==> src/rtl/pila_pkg.sv <==
// Shared definitions for the return-address stack and its neighbours
// (PC path, control unit): default widths, the address type and the
// command encoding seen by the stack.
package pila_pkg;

    // Default address width; matches the PC width.
    localparam int PILA_ADDR_W = 10;

    // Default number of stack entries; power of two, at least 2.
    localparam int PILA_DEPTH  = 16;

    // Return address as carried between PC path, control unit and stack.
    typedef logic [PILA_ADDR_W-1:0] addr_t;

    // Command presented by the control unit in a given cycle, encoded as
    // {push, pop}.
    typedef enum logic [1:0] {
        OP_HOLD    = 2'b00,
        OP_POP     = 2'b01,
        OP_PUSH    = 2'b10,
        OP_REPLACE = 2'b11
    } stack_op_e;

    // Map the two raw command strobes onto the command enum.
    function automatic stack_op_e decode_op(input logic push, input logic pop);
        return stack_op_e'({push, pop});
    endfunction

endpackage

==> src/rtl/pila_ram.sv <==
// Storage array of the return-address stack: DEPTH x ADDR_W registers,
// one synchronous write port and one asynchronous read port.
module pila_ram #(
    parameter int ADDR_W = 10,
    parameter int DEPTH  = 16,
    parameter int AW     = $clog2(DEPTH)
) (
    input  logic              clk,
    input  logic              we,
    input  logic [AW-1:0]     waddr,
    input  logic [ADDR_W-1:0] wdata,
    input  logic [AW-1:0]     raddr,
    output logic [ADDR_W-1:0] rdata
);

    logic [ADDR_W-1:0] mem [DEPTH];

    // Write the addressed entry on the rising edge when enabled.
    // NOTE: the array has no reset on purpose; the top masks q while the
    // stack is empty, so stale contents are never observable and the array
    // can map onto plain flops or LUT RAM without a reset tree.
    always_ff @(posedge clk) begin
        if (we) begin
            // NOTE: state inside clocked blocks is always updated with <=, so
            // every register samples the pre-edge values of its inputs.
            mem[waddr] <= wdata;
        end
    end

    // Asynchronous read so the top entry is visible in the same cycle.
    assign rdata = mem[raddr];

endmodule

==> src/rtl/pila_retorno.sv <==
// Hardware return-address stack (LIFO) for the CPU control unit.
// push stores d (PC+1) on top; pop removes the top entry. q always shows
// the current top so the PC next-address mux can take it during the pop
// cycle. sp points at the next free slot; level == sp; full/empty are
// decoded from sp. Over/underflow requests are ignored and never disturb
// valid entries.
// Optional build macro PILA_STACK_ERR_EN adds sticky ovf/unf flags and the
// err_clr input that clears them.
module pila_retorno
    import pila_pkg::*;
#(
    parameter int ADDR_W = PILA_ADDR_W,
    parameter int DEPTH  = PILA_DEPTH,
    parameter int PTR_W  = $clog2(DEPTH) + 1
) (
    input  logic              clk,
    input  logic              reset,
    input  logic              push,
    input  logic              pop,
    input  logic [ADDR_W-1:0] d,
`ifdef PILA_STACK_ERR_EN
    input  logic              err_clr,
    output logic              ovf,
    output logic              unf,
`endif
    output logic [ADDR_W-1:0] q,
    output logic              empty,
    output logic              full,
    output logic [PTR_W-1:0]  level
);

    // Index width of the storage array.
    localparam int AW = $clog2(DEPTH);

    stack_op_e         op;
    logic [PTR_W-1:0]  sp;
    logic [PTR_W-1:0]  sp_next;
    logic [AW-1:0]     free_idx;
    logic [AW-1:0]     top_idx;
    logic              we;
    logic [AW-1:0]     waddr;
    logic [ADDR_W-1:0] rdata;

    assign op = decode_op(push, pop);

    // Status decoded straight from the pointer; nothing stored twice.
    assign empty = (sp == '0);
    assign full  = (sp == PTR_W'(DEPTH));
    assign level = sp;

    // Next free slot and current top. sp never exceeds DEPTH, so sp-1 always
    // fits the array index whenever the stack is non-empty; when empty the
    // read index is meaningless and q is masked below.
    assign free_idx = sp[AW-1:0];
    assign top_idx  = AW'(sp - PTR_W'(1));

    // Pointer update and write-port control for the current command.
    // NOTE: every signal driven here gets a default first, so no path leaves
    // one unassigned and no latch can be inferred.
    always_comb begin
        sp_next = sp;
        we      = 1'b0;
        waddr   = free_idx;
        unique case (op)
            OP_PUSH: begin
                // A push into a full stack is dropped.
                if (!full) begin
                    we      = 1'b1;
                    sp_next = sp + PTR_W'(1);
                end
            end
            OP_POP: begin
                // A pop from an empty stack is dropped.
                if (!empty) begin
                    sp_next = sp - PTR_W'(1);
                end
            end
            OP_REPLACE: begin
                if (empty) begin
                    // Nothing to replace: behave as a plain push.
                    we      = 1'b1;
                    sp_next = sp + PTR_W'(1);
                end else begin
                    // Overwrite the top in place; depth unchanged.
                    we      = 1'b1;
                    waddr   = top_idx;
                end
            end
            default: begin
                // OP_HOLD: keep everything.
            end
        endcase
    end

    // Stack pointer register; reset drops any in-flight command.
    always_ff @(posedge clk or posedge reset) begin
        if (reset) begin
            sp <= '0;
        end else begin
            sp <= sp_next;
        end
    end

    pila_ram #(
        .ADDR_W (ADDR_W),
        .DEPTH  (DEPTH),
        .AW     (AW)
    ) u_ram (
        .clk    (clk),
        .we     (we),
        .waddr  (waddr),
        .wdata  (d),
        .raddr  (top_idx),
        .rdata  (rdata)
    );

    // Top of stack, forced to zero while the stack holds nothing.
    assign q = empty ? '0 : rdata;

`ifdef PILA_STACK_ERR_EN
    logic ovf_evt;
    logic unf_evt;

    // Error events: only a lone push/pop can over/underflow; a combined
    // push+pop on an empty stack is a legal push.
    assign ovf_evt = (op == OP_PUSH) && full;
    assign unf_evt = (op == OP_POP)  && empty;

    // Sticky error flags; a new event in the clearing cycle takes priority.
    always_ff @(posedge clk or posedge reset) begin
        if (reset) begin
            ovf <= 1'b0;
            unf <= 1'b0;
        end else begin
            if (ovf_evt) begin
                ovf <= 1'b1;
            end else if (err_clr) begin
                ovf <= 1'b0;
            end
            if (unf_evt) begin
                unf <= 1'b1;
            end else if (err_clr) begin
                unf <= 1'b0;
            end
        end
    end
`endif

endmodule

==> config.mk <==
export PLATFORM = sky130hd
export DESIGN_NAME = pila_retorno
export DESIGN_NICKNAME = d
export VERILOG_FILES = /design/src/rtl/pila_pkg.sv /design/src/rtl/pila_ram.sv /design/src/rtl/pila_retorno.sv
export SDC_FILE = /design/constraint.sdc
export NUM_CORES = 1
export LEC_CHECK = 0
export ABC_AREA = 1
export CAP_MARGIN = 20
export CORE_MARGIN = 5
export CORE_UTILIZATION = 55
export DETAILED_ROUTE_END_ITERATION = 7
export GPL_ROUTABILITY_DRIVEN = 0
export HOLD_SLACK_MARGIN = 0.02
export PLACE_DENSITY = 0.75
export SETUP_SLACK_MARGIN = 0.05
export SLEW_MARGIN = 40
export SYNTH_ARGS = -nofsm -noshare
export SYNTH_HDL_FRONTEND = slang
export SYNTH_HIERARCHICAL = 1
export SYNTH_SLANG_ARGS = --single-unit
==> constraint.sdc <==
create_clock -name clk -period 7.6 [get_ports clk]
set_clock_uncertainty 0.1 [all_clocks]
set_input_delay 1.14 -clock clk [delete_from_list [all_inputs] [get_ports clk]]
set_output_delay 1.14 -clock clk [all_outputs]
set_load 0.02 [all_outputs]
==> flow_summary.yaml <==
floorplan:
  dieWidth_um: 127
  rows: 42
  die_h_um: 127
  pin_count: 31
  start_util_pct: 56.5
  die-area_um2: 16200
  core_um2: 13400
final_layout:
  nets: 806
  layout_common_cells: "nand2_1 (253), edfxtp_1 (160), inv_1 (145)"
  multiInputGateArea_um2: 1900
  nFillCells: 1058
  diodes: 0
  final_util_pct: 63.4
  fin_cells: 979
  syn2layout_area_growth_pct: 12.1
  drive_above_1_share_pct: 6.97
  layout.cells.most_common: "nand2_1"
  register_area_um2: 4930
setup_path:
  cp-start-kind: "register"
  cp_max_fo: 21
  critical_path_class: "register to output port"
  endpoint_kind: "output port"
  path_buf_inv: 5
  cp_top_family: "buffers and inverters"
  critPathRequiredTime_ps: 6360
  critical-path-max-stage-delay_ps: 640
  cpMaxStageDelayCell: "inv_1"
  crit_top_cell: "inv_1"
  cp_cell_sequence: "inv_2, ha_1, xnor2_1, inv_1, inv_1, nand3_1, nand3_1, nand2_1, nand2_1, inv_1, clkdlybuf4s50_1"
  worstPathArrival_ps: 3830
timing:
  rsz0062_at_grt: "no"
  setup_viol: 0
  slew_viol_final: 0
  setup_ws_ps: 2530
  hold_ws_ps: 531
  finalSetupTns_ps: 0
  relSlewSlack_pct: 44.5
  fmaxAchievable_mhz: 197
  tightestPinTransition_ps: 832
  finalCriticalPeriod_ps: 5070
  min_period_over_period_pct: 66.7
  finalHoldViolCount: 0
clock_tree:
  cts_resized: 0
  numCtsBuffers: 17
  cts_tree: "yes"
  cts_hold_buffers: 0
  postCtsSetupBuffers: 0
  root_buffer: "clkbuf_16"
  cts.sinks: 165
  htreeDepth: 4
  clockBufferDepth: 2
  clkSlewWorstSetupHoldPaths_ps: 60
  worstSkewPairLatency_ps: 420
drt:
  vias: 5237
  wirelength_mm: 16.7
  viasPerCell: 5.35
  initialDrtViolationCount: 632
  wl_per_cell_um: 17.0
  drt_first_pass_iters: 5
  antenna_left: 0
  route.detailed.drc: 0
synth:
  syn-num-nets: 788
  synth-seq-cells: 165
  syn_area_per_cell_um2: 9.81
  syn_inst: 772
  syn_area_um2: 7580
  synth.distinct_cells: 29
  synth_warnings: 6
  ys_seq_area_share_pct: 65.1
pwr:
  peakVddDrop_uv: 301
  cellPowerDensity_nw_per_um2: 453
  power_leakage_nw: 3.71
placed_design:
  preCtsSetupSlack_ps: 3030
  place_inst: 947
  numPortBuffers: 30
  dp_hpwl_mm: 9.98
global_route:
  grt_pass1_wl_mm: 26.5
  grt_overflow_total: 0
  grtUsageTotal_pct: 21.6
  antenna_found_initial: 0
  grt_pass1_vias: 4989
  grt_max_degree: 86
run_status:
  status: "complete, no violations"
hold_path:
  hold_class: "register to register"
flow_run:
  cap_violations: 0
## cells in the mapped netlist
cell type | instances | area, µm²
a21oi_2 | 1 | 8.76
buf_1 | 1 | 3.75
buf_2 | 17 | 85.1
buf_4 | 2 | 15.0
buf_6 | 8 | 90.1
clkbuf_1 | 4 | 15.0
clkbuf_2 | 1 | 5.00
clkinv_1 | 1 | 3.75
dfrtp_1 | 5 | 125
edfxtp_1 | 160 | 4800
ha_1 | 2 | 25.0
inv_1 | 146 | 548
inv_2 | 2 | 7.51
inv_6 | 1 | 8.76
nand2_1 | 253 | 950
nand2_2 | 3 | 18.8
nand2_4 | 2 | 22.5
nand3_1 | 127 | 636
nand3_2 | 1 | 10.0
nand3_4 | 1 | 17.5
nand3b_1 | 2 | 15.0
nand4_1 | 2 | 12.5
nor2_1 | 19 | 71.3
nor2_4 | 1 | 11.3
o21ai_0 | 3 | 15.0
o21ai_1 | 2 | 10.0
o22ai_1 | 1 | 6.26
xnor2_1 | 1 | 8.76
xor2_1 | 3 | 26.3
## registers in the layout, indices dropped and copies added, names as in the netlist
signal / cells
u_ram/mem: 160
level: 5
## power breakdown
group          total (mW)  internal (mW)  switching (mW)
Sequential           1.18           1.13          0.0506
Clock               0.808          0.477           0.331
Combinational        1.86          0.595            1.26
Total                3.85           2.20            1.64
## metrics by stage
| step | power [mW] | cell area (µm²) |
|---|---|---|
| 4_1_cts | 3.84 | 8490 |
| 5_1_grt | 4.08 | 8490 |
| 3_5_place_dp | 3.03 | 7940 |
| 2_1_floorplan | 2.46 | 7580 |
| 6_report | 3.85 | 8490 |
| 3_3_place_gp | 2.97 | 7900 |
## path summary, 6_finish.rpt
check	start	cells after the start	to	slack (ps)
hold reg to reg	level[0]	2	level[0]	530
hold / removal	level[0]	2	level[0]	530
max in group asynchronous	reset	2	level[0]	6400
setup / recovery	level[0]	11	q[7]	2530
min in group asynchronous	reset	2	level[3]	830
setup reg to reg	level[0]	8	u_ram/mem[9][0]	4590
## worst reg2reg max path, stage by stage (launching register included)
cell      delay, ps
dfrtp_1         450
inv_2           100
buf_6           540
nand2_1         130
nand2_1         100
nand2_1         100
o22ai_1         280
nand3b_1        270
nor2_2          580
## cell families (layout without fill, tap and decap cells)
kind of cell | count (synthesis) | after routing | synth area share, %
AND/OR/NAND/NOR | 411 | 411 | 23.3
buffers and inverters | 183 | 214 | 10.3
flip-flops | 165 | 165 | 65.1
AO/OA/AOI/OAI | 7 | 7 | 0.529
XOR/XNOR | 4 | 4 | 0.463
adder cells (fa/ha/maj) | 2 | 2 | 0.330
## per-layer routing
metal	GRT usage, %	vias to the layer above	wire length, µm
li1	-	2495	-
met5	0	-	0
met2	34.9	216	8220
met3	5.43	24	1220
met4	7.07	0	280
met1	28.7	2502	6940
## cell type report
cell class                      count  area share, %
Sequential cell                   165           58.1
Multi-Input combinational cell    424           22.4
Inverter                          150           6.69
Clock buffer                       20           5.14
Timing Repair Buffer               32           3.76
Tap cell                          176           2.59
Clock inverter                     12           1.31
(Power assumes the default switching activity.)
